==> src/rtl/lsu_unit_pkg.sv <==
// rtl/lsu_unit_pkg.sv - shared encodings and op-decode helpers for the RV32I load/store unit
// Purpose: funct3 width/sign encodings, LSU state type and the legality /
//          alignment rules used when an op is accepted in IDLE.
// Ports:   none (package).
package lsu_unit_pkg;

  localparam logic [2:0] F3_LB  = 3'b000;
  localparam logic [2:0] F3_LH  = 3'b001;
  localparam logic [2:0] F3_LW  = 3'b010;
  localparam logic [2:0] F3_LBU = 3'b100;
  localparam logic [2:0] F3_LHU = 3'b101;
  localparam logic [2:0] F3_SB  = 3'b000;
  localparam logic [2:0] F3_SH  = 3'b001;
  localparam logic [2:0] F3_SW  = 3'b010;

  typedef enum logic [1:0] {
    ST_IDLE = 2'd0,
    ST_REQ  = 2'd1,
    ST_RESP = 2'd2
  } lsu_state_t;

  function automatic logic legal_load(input logic [2:0] f3);
    return (f3 == F3_LB) || (f3 == F3_LH) || (f3 == F3_LW) ||
           (f3 == F3_LBU) || (f3 == F3_LHU);
  endfunction

  function automatic logic legal_store(input logic [2:0] f3);
    return (f3 == F3_SB) || (f3 == F3_SH) || (f3 == F3_SW);
  endfunction

  // funct3[1:0] carries the access size for both loads and stores
  // (00 byte, 01 half, 10 word), so one rule covers both.
  function automatic logic misaligned(input logic [2:0] f3, input logic [1:0] lane);
    return ((f3[1:0] == 2'b01) && lane[0]) ||
           ((f3[1:0] == 2'b10) && (lane != 2'b00));
  endfunction

endpackage

==> src/rtl/lsu_align.sv <==
// rtl/lsu_align.sv - combinational byte-lane steering for stores and extract/extend for loads
// Purpose: store byte enables + lane-replicated write data; load lane
//          extraction with sign/zero extension.
// Ports:   funct3, lane (addr[1:0]), is_store, store_data, rdata in;
//          be, wdata, load_ext out.
module lsu_align
  import lsu_unit_pkg::*;
(
  input  logic [2:0]  funct3,
  input  logic [1:0]  lane,
  input  logic        is_store,
  input  logic [31:0] store_data,
  input  logic [31:0] rdata,
  output logic [3:0]  be,
  output logic [31:0] wdata,
  output logic [31:0] load_ext
);

  logic [7:0]  byte_val;
  logic [15:0] half_val;

  always_comb begin
    be    = 4'b1111;
    wdata = 32'd0;
    if (is_store) begin
      case (funct3)
        F3_SB: begin
          be    = 4'b0001 << lane;
          wdata = {4{store_data[7:0]}};
        end
        F3_SH: begin
          be    = lane[1] ? 4'b1100 : 4'b0011;
          wdata = {2{store_data[15:0]}};
        end
        default: begin
          be    = 4'b1111;
          wdata = store_data;
        end
      endcase
    end
  end

  always_comb begin
    byte_val = 8'd0;
    case (lane)
      2'd0:    byte_val = rdata[7:0];
      2'd1:    byte_val = rdata[15:8];
      2'd2:    byte_val = rdata[23:16];
      default: byte_val = rdata[31:24];
    endcase
    half_val = lane[1] ? rdata[31:16] : rdata[15:0];
    load_ext = rdata;
    case (funct3)
      F3_LB:   load_ext = {{24{byte_val[7]}}, byte_val};
      F3_LH:   load_ext = {{16{half_val[15]}}, half_val};
      F3_LBU:  load_ext = {24'd0, byte_val};
      F3_LHU:  load_ext = {16'd0, half_val};
      default: load_ext = rdata;
    endcase
  end

endmodule

==> src/rtl/lsu_unit.sv <==
// rtl/lsu_unit.sv - RV32I load/store unit: one memory transaction per op over req/ack
// Purpose: accepts an op in IDLE, checks legality/alignment, runs one
//          req/ack access with an optional timeout, reports done/err.
// Ports:   clk, rst_n, start, is_load, is_store, funct3, addr, store_data in;
//          busy, done, err, load_data out; mem_req, mem_we, mem_addr,
//          mem_wdata, mem_be out; mem_rdata, mem_ack in.
module lsu_unit
  import lsu_unit_pkg::*;
#(
  parameter int unsigned TIMEOUT = 255
) (
  input  logic        clk,
  input  logic        rst_n,
  input  logic        start,
  input  logic        is_load,
  input  logic        is_store,
  input  logic [2:0]  funct3,
  input  logic [31:0] addr,
  input  logic [31:0] store_data,
  output logic        busy,
  output logic        done,
  output logic        err,
  output logic [31:0] load_data,
  output logic        mem_req,
  output logic        mem_we,
  output logic [31:0] mem_addr,
  output logic [31:0] mem_wdata,
  output logic [3:0]  mem_be,
  input  logic [31:0] mem_rdata,
  input  logic        mem_ack
);

  lsu_state_t  state;
  logic [2:0]  op_f3;
  logic [1:0]  op_lane;
  logic        op_load;
  logic [31:0] tmo_cnt;

  logic        op_valid;
  logic [2:0]  al_f3;
  logic [1:0]  al_lane;
  logic [3:0]  al_be;
  logic [31:0] al_wdata;
  logic [31:0] al_load;

  assign op_valid = (is_load ^ is_store) &&
                    (is_load ? legal_load(funct3) : legal_store(funct3)) &&
                    !misaligned(funct3, addr[1:0]);

  // The aligner serves the incoming op while IDLE (store steering) and the
  // latched op while waiting for ack (load extraction), so one copy suffices.
  assign al_f3   = (state == ST_IDLE) ? funct3     : op_f3;
  assign al_lane = (state == ST_IDLE) ? addr[1:0]  : op_lane;

  lsu_align u_align (
    .funct3     (al_f3),
    .lane       (al_lane),
    .is_store   (is_store),
    .store_data (store_data),
    .rdata      (mem_rdata),
    .be         (al_be),
    .wdata      (al_wdata),
    .load_ext   (al_load)
  );

  always_ff @(posedge clk) begin
    if (!rst_n) begin
      state     <= ST_IDLE;
      busy      <= 1'b0;
      done      <= 1'b0;
      err       <= 1'b0;
      load_data <= 32'd0;
      mem_req   <= 1'b0;
      mem_we    <= 1'b0;
      mem_addr  <= 32'd0;
      mem_wdata <= 32'd0;
      mem_be    <= 4'd0;
      op_f3     <= 3'd0;
      op_lane   <= 2'd0;
      op_load   <= 1'b0;
      tmo_cnt   <= 32'd0;
    end else begin
      case (state)
        ST_IDLE: begin
          done <= 1'b0;
          err  <= 1'b0;
          if (start) begin
            busy <= 1'b1;
            if (!op_valid) begin
              // Faulted ops never touch memory; report straight away.
              state <= ST_RESP;
              done  <= 1'b1;
              err   <= 1'b1;
            end else begin
              state     <= ST_REQ;
              mem_req   <= 1'b1;
              mem_we    <= is_store;
              mem_addr  <= {addr[31:2], 2'b00};
              mem_be    <= al_be;
              mem_wdata <= al_wdata;
              op_f3     <= funct3;
              op_lane   <= addr[1:0];
              op_load   <= is_load;
              tmo_cnt   <= 32'd0;
            end
          end
        end
        ST_REQ: begin
          // An ack on the same edge as the timeout wins.
          if (mem_ack) begin
            state   <= ST_RESP;
            mem_req <= 1'b0;
            done    <= 1'b1;
            err     <= 1'b0;
            if (op_load) load_data <= al_load;
          end else if ((TIMEOUT != 0) && (tmo_cnt == TIMEOUT - 1)) begin
            state   <= ST_RESP;
            mem_req <= 1'b0;
            done    <= 1'b1;
            err     <= 1'b1;
          end else begin
            tmo_cnt <= tmo_cnt + 32'd1;
          end
        end
        ST_RESP: begin
          state <= ST_IDLE;
          busy  <= 1'b0;
          done  <= 1'b0;
          err   <= 1'b0;
        end
        default: begin
          state   <= ST_IDLE;
          busy    <= 1'b0;
          done    <= 1'b0;
          err     <= 1'b0;
          mem_req <= 1'b0;
        end
      endcase
    end
  end

endmodule

==> config.mk <==
export PLATFORM = sky130hd
export DESIGN_NAME = lsu_unit
export DESIGN_NICKNAME = d
export VERILOG_FILES = /design/src/rtl/lsu_unit_pkg.sv /design/src/rtl/lsu_align.sv /design/src/rtl/lsu_unit.sv
export SDC_FILE = /design/constraint.sdc
export NUM_CORES = 1
export LEC_CHECK = 0
export CAP_MARGIN = 20
export CORE_UTILIZATION = 33
export DETAILED_ROUTE_END_ITERATION = 16
export DONT_BUFFER_PORTS = 1
export SYNTH_ARGS = -nofsm -noshare
export SYNTH_HDL_FRONTEND = slang
export SYNTH_SLANG_ARGS = --single-unit
==> constraint.sdc <==
create_clock -name clk -period 2.95 [get_ports clk]
set_input_delay 0.4425 -clock clk [delete_from_list [all_inputs] [get_ports clk]]
set_output_delay 0.4425 -clock clk [all_outputs]
set_load 0.1 [all_outputs]
==> flow_summary_export.csv <==
group,metric,value,unit
detailed_routing,drc_errors,0,
min_path,holdCritPathClass,"input pin to flop",
critical_path,start_kind,"flop",
yosys,synth.yosys.seq_area_share,0.380,
floorplanning,initial_core_util,0.341,
outcome,run_status,"finished clean",
cts,clk_tree_root_cell,"sky130_fd_sc_hd__clkbuf_16",
yosys,count_of_flip_flops_with_a_built_in_enable_after_synthesis,0,
place,instance_area_after_placement,0.00782,sq mm
detailed_routing,vias,6706,
layout,most_common_library_cell_in_the_layout_ignoring_fill_and_taps,"sky130_fd_sc_hd__nand2_1",
layout,design.final.nets,982,
critical_path,path_delay_family,"compound AO/OA/AOI/OAI gates",
timing,setup-violations-final,0,
critical_path,crit_chain,"o21a_1 -> nor2_4 -> mux4_2 -> a21oi_2 -> a211oi_1",
detailed_routing,drt-initial-drc-count,591,
cts,cts.sinks,143,
global_route,overall_track_demand_over_capacity_in_global_routing,0.188,
critical_path,cp_data_required_time,3.23,ns
critical_path,data_arrival_time_of_the_critical_path,2.88,ns
detailed_routing,route.detailed.vias_per_inst,5.75,
timing,report.final.hold_viol_count,0,
global_route,antenna_found_initial,0,
power,vdd_drop_max,419,uV
power,p_per_area,559,mW/mm^2
global_route,grt_pass1_vias,6265,
timing,period_minus_slack,2.60,ns
global_route,grt_first_pass_wirelength,35100,um
yosys,synth-async-reset-ratio,0,
yosys,dominant_cells_by_area_after_synthesis,"sky130_fd_sc_hd__dfxtp_1, sky130_fd_sc_hd__nand2_1, sky130_fd_sc_hd__a21boi_0, sky130_fd_sc_hd__o21ai_0, sky130_fd_sc_hd__a21oi_1",
critical_path,timing.critical_path.slowest_stage_cell,"sky130_fd_sc_hd__dfxtp_1",
layout,fin_util,0.380,
yosys,yosysWarnings,0,
cts,cts-buffers-inserted,17,
yosys,synth.avg_cell_area,8.31,sq um
floorplanning,floorplan.rows,54,
layout,final_cell_mix,"sky130_fd_sc_hd__nand2_1, sky130_fd_sc_hd__dfxtp_1, sky130_fd_sc_hd__o21ai_0, sky130_fd_sc_hd__a21oi_1, sky130_fd_sc_hd__a21boi_0",
place,place_worst_setup_slack,0.357,ns
floorplanning,design.core.area,0.0221,sq mm
place,buffer_ports.inserted,0,
cts,cts_repair_resize_count,0,
yosys,ys_dominant_reg_cell,"sky130_fd_sc_hd__dfxtp_1",
floorplanning,dieWidth,153,um
detailed_routing,detail_route.wirelength,21900,um
place,dp_hpwl,14900,um
detailed_routing,detailedRoute.firstPassIterationCount,5,
timing,worst_slew_pin_slew,1.07,ns
yosys,yosys_register_bits,143,
timing,finClkSkew,0.00856,ns
timing,maxSlewHeadroom,0.288,
critical_path,critical_path_class,"flop to flop",
timing,unrepaired_setup_endpoints_after_global_routing,"no",
cts,clk_pin_slew_worst_paths,0.06,ns
floorplanning,fp.dieH,153,um
yosys,synth_top_cell_area_share,0.380,
cts,clock_latency,0.42,ns
timing,setup_tns,0,ns
cts,cts_htree_levels,4,
floorplanning,io-pin-count,210,
yosys,syn-instance-count,906,
detailed_routing,routed_wire_length_per_instance,18.8,um
timing,fmax,385,MHz
cts,tritoncts,"yes",
global_route,largest_net_degree_at_the_start_of_global_routing,125,
place,routabilityCongestion,0.831,
yosys,syn-cell-area,0.00753,sq mm
layout,stdcell_area,0.00840,sq mm
layout,layout-area-overhead-vs-synth,11.5,%
power,static_power_due_to_leakage,2.75,nW
critical_path,critical_path.max_fanout,17,
cts,postCtsSetupRepairBufs,0,
timing,final_max_slew_viol_count,0,
layout,post_route_cells_drive_above_1_share,0.126,
floorplanning,dieArea,0.0234,sq mm
timing,timing.final.ws_setup,0.354,ns
yosys,yosysTopAreaCell,"sky130_fd_sc_hd__dfxtp_1",
yosys,yosys.cell_types.count,64,
detailed_routing,antenna_violating_nets_post_route,0,
critical_path,worst_setup_path_end_kind,"flop",
critical_path,worstPathBufferInverterCount,0,
layout,diodes,0,
critical_path,cp_slowest_stage_delay,0.70,ns
timing,fin_crit_share,0.880,
cts,longest_clk_path_bufs,2,
cts,postCtsHoldBufs,0,
job,max_cap_viol_count,0,
global_route,grt-ovfl-total,0,
[layout make-up]
type	count	area [sq um]
fill	2262	13700
multi-input combinational	676	4330
sequential	143	2860
clock buffer	19	443
tap	280	350
timing repair buffer	29	243
clock inverter	12	138
inverter	8	30.0
[logic make-up after synthesis]
family / Yosys count / synth area share
AOI/OAI and AO/OA: 284 / 0.271
other: 1 / 0.000498
and+or+nand+nor: 363 / 0.256
DFF: 143 / 0.380
muxes: 25 / 0.0369
buffers and inverters: 88 / 0.0515
adders and majority gates: 2 / 0.00332
[cell usage after synthesis, types with 3 or more instances]
library cell	number
sky130_fd_sc_hd__nor4b_2	10
sky130_fd_sc_hd__buf_4	6
sky130_fd_sc_hd__nand2b_1	13
sky130_fd_sc_hd__a21boi_0	56
sky130_fd_sc_hd__a311o_1	9
sky130_fd_sc_hd__mux2i_1	15
sky130_fd_sc_hd__nand3_1	47
sky130_fd_sc_hd__a21boi_1	6
sky130_fd_sc_hd__o21ai_0	66
sky130_fd_sc_hd__a211oi_1	5
sky130_fd_sc_hd__nor4_1	6
sky130_fd_sc_hd__inv_1	8
sky130_fd_sc_hd__dfxtp_1	143
sky130_fd_sc_hd__and3_1	14
sky130_fd_sc_hd__nand4_1	17
sky130_fd_sc_hd__nor3b_1	3
sky130_fd_sc_hd__mux2_2	8
sky130_fd_sc_hd__a2111oi_2	14
sky130_fd_sc_hd__a2111o_1	16
sky130_fd_sc_hd__nand2_1	178
sky130_fd_sc_hd__a22oi_1	7
sky130_fd_sc_hd__o2111ai_1	12
sky130_fd_sc_hd__o21a_1	11
sky130_fd_sc_hd__nor3_1	5
sky130_fd_sc_hd__buf_1	4
sky130_fd_sc_hd__a21oi_1	62
sky130_fd_sc_hd__nor3_2	3
sky130_fd_sc_hd__nor2_1	16
sky130_fd_sc_hd__nor4b_1	23
sky130_fd_sc_hd__buf_2	22
sky130_fd_sc_hd__and2_1	12
sky130_fd_sc_hd__a21o_1	3
sky130_fd_sc_hd__clkbuf_1	47
[metrics by stage]
stage / cells / total power [mW] / hold WS, ns
after global placement: 1136 / 2.59 / 0.451
after floorplan: 907 / 2.53 / 0.440
after global routing: 1167 / 4.88 / 0.117
after CTS: 1167 / 4.76 / 0.0954
final: 1167 / 4.69 / 0.120
after detailed placement: 1136 / 2.59 / 0.455
[power by group]
part	internal [mW]	switching (mW)	leakage [nW]	total, mW
combinational	0.138	0.265	1.31	0.403
sequential	1.96	0.192	1.15	2.15
clock	1.27	0.870	0.280	2.14
[worst register-to-register path, cell delays in order, from the launching register on]
cell,delay (ns)
sky130_fd_sc_hd__dfxtp_1,0.70
sky130_fd_sc_hd__o21a_1,0.42
sky130_fd_sc_hd__nor2_4,0.10
sky130_fd_sc_hd__mux4_2,0.68
sky130_fd_sc_hd__a21oi_2,0.42
sky130_fd_sc_hd__a211oi_1,0.14
[routing by layer]
metal	routed length [um]	global-route usage
met1	9780	0.244
met3	1680	0.0567
met4	404	0.0645
met5	0	0
met2	10000	0.294
[flip-flops by register name, summed over array words and instances (netlist names), 2 cells and up]
register and cells:
mem_wdata 32, mem_be 4, op_lane 2, mem_addr 30
tmo_cnt 32, op_f3 3, load_data 32, state 2
[path summary, 6_finish.rpt]
check / endpoint / from / cells after the start / slack, ns
min reg2reg: op_lane[0] / op_lane[0] / 2 / 0.46
max reg2reg: load_data[15] / state[0] / 5 / 0.35
min: op_load / is_store / 1 / 0.12
max: load_data[15] / state[0] / 5 / 0.35
No activity file was read; power rests on OpenSTA's default activity.
==> RTL edit: new RTL, config.mk and constraints unchanged <==
The 3 states of `lsu_state_t` get a one-hot encoding in 3 bits.
--- a/src/rtl/lsu_unit_pkg.sv
+++ b/src/rtl/lsu_unit_pkg.sv
@@ -15,6 +15,6 @@
 
-  typedef enum logic [1:0] {
-    ST_IDLE = 2'd0,
-    ST_REQ  = 2'd1,
-    ST_RESP = 2'd2
+  typedef enum logic [2:0] {
+    ST_IDLE = 3'b001,
+    ST_REQ  = 3'b010,
+    ST_RESP = 3'b100
   } lsu_state_t;
Behaviour: no difference found for any inputs over 4 cycles, from zero or initial values and one cycle with rst_n low; so few cycles prove little.
==> RTL edit against the unedited design <==
Final area decreased by 7.2%. Power grew 1.0%. Critical path type unchanged. Sequential share of layout area rose by 2.9 points. Largest power group unchanged. Routed wire length shrank 4.8%. Sequential cell count up 1. Setup slack worse by 98 ps. Synthesized area decreased by 7.7%. Cell count shrank 5.7%.
==> RTL edit: results (changes against the unedited design) <==
critical_path:
  critPathMaxFanout: 17  # unchanged
  crit_arrival_ps: 2990  # was 2880 ps
cts:
  ctsHtreeMaxLevel: 4  # unchanged
  clockBufferDepth: 2  # unchanged
  cts_made_buffers: 17  # unchanged
  clock_latency_ps: 420  # about the same
  cts_setup_buffers: 0  # unchanged
  cts-root-buf: "clkbuf_16"  # unchanged
  clk_pin_slew_worst_paths_ps: 60  # about the same
  cts_resized: 0  # unchanged
layout:
  drive_above_1_share_pct: 12.8  # was 12.6%
  largestRegisters: "load_data (32), mem_wdata (32), tmo_cnt (32)"  # unchanged
  antennaDiodeCount: 0  # unchanged
  finalNetCount: 924  # was 982
global_route:
  antenna_found_initial: 0  # unchanged
  grt_pass1_vias: 5632  # was 6265
  grt_usage_pct: 19.3  # was 18.8%
  grt_start_max_net_pins: 50  # was 125
  grt_pass1_wl_mm: 32.7  # was 35.1 mm
detailed_routing:
  drt-initial-drc-count: 467  # was 591
  routed_wl_mm: 20.8  # was 21.9 mm
  dr.pass1.iters: 5  # unchanged
  avgViaCountPerCell: 5.58  # was 5.75
placed_design:
  dp_slack_ps: 283  # was 357 ps
  io_buffers: 0  # unchanged
  dp_hpwl_mm: 14.7  # was 14.9 mm
  place_congestion: 0.804  # was 0.831
  dpl-instance-area_sq_mm: 0.00720  # was 0.00782 sq mm
pwr:
  ir_worst_vdd_v: 0.000355  # was 0.000419 V
  switching_share_pct: 29.7  # was 28.3%
  p_leak_nw: 2.65  # was 2.75 nW
synthesis:
  synth-edff-count: 0  # unchanged
  async_reset_ff_share_pct: 0  # unchanged
  synth_top_cells_by_count: "dfxtp_1, nand2_1, a21oi_1, o21ai_0, nor2_1"  # was nand2_1, dfxtp_1, o21ai_0, a21oi_1, a21boi_0
  synth-seq-area-share_pct: 41.5  # was 38.0%
  yosysWarnings: 0  # unchanged
  synth_cell_types: 70  # was 64
  synth_area_leaders: "dfxtp_1, a21oi_1, nand2_1"  # was dfxtp_1, nand2_1, a21boi_0
hold_path:
  hold_path.class: "in -> reg"  # unchanged
status:
  status: "finished clean"  # unchanged
timing:
  clock_skew_ps: 8.75  # was 8.56 ps
  max_slew_margin_pct: 28.1  # was 28.8%
==> RTL edit: per-stage QoR <==
stage               hold WS, ps  cells  util, %
floorplan                   445    838        -
CTS                         106   1100     38.1
finish                      129   1100     38.1
global placement            458   1068     35.3
global route                108   1100     38.1
detailed placement          469   1068     35.3
==> RTL edit: area by class of cell <==
class	instances	area (sq um)
fill	2107	12600
timing repair buffer	26	208
sequential	144	2880
clock buffer	18	439
inverter	13	48.8
tap	270	338
clock inverter	14	148
multi-input combinational	615	3720
==> RTL edit: logic make-up after synthesis <==
family	synth area share (%)
fa+ha+maj	0.360
other cells	0.0540
xor+xnor	0.504
buf+inv	5.12
simple gates	23.6
flops	41.5
mux	4.74
compound gates	24.1
==> RTL edit: routing by layer <==
layer	GRT usage, %	routed length (microns)	vias to the layer above
li1	-	-	3009
met5	0	0	-
met3	6.46	1570	27
met2	28.8	9430	212
met4	6.75	440	0
met1	25.7	9400	2889
==> RTL edit: power groups by stage <==
| stage | sequential, W | clock, W | combinational, W |
|---|---|---|---|
| floorplan | 0.00220 | 0 | 0.000338 |
| global placement | 0.00220 | 0 | 0.000425 |
| detailed placement | 0.00220 | 0 | 0.000430 |
| CTS | 0.00216 | 0.00221 | 0.000431 |
| global route | 0.00216 | 0.00230 | 0.000472 |
| finish | 0.00216 | 0.00215 | 0.000433 |
==> RTL edit: final timing paths <==
kind	from	endpoint	slack, ps	depth (start not counted)
worst max-delay path	state[0]	mem_wdata[31]	260	6
worst min-delay path	is_store	mem_be[1]	130	1
worst max register to register	state[0]	mem_wdata[31]	260	6
worst min register to register	op_f3[2]	op_f3[2]	480	2
==> RTL edit: worst max-delay path, stage by stage (launching register included) <==
cell and delay (ps):
dfxtp_1 490, nor3b_4 580, mux2_2 540, nor2_2 430, buf_4 240, mux2i_1 180
o21ai_0 90
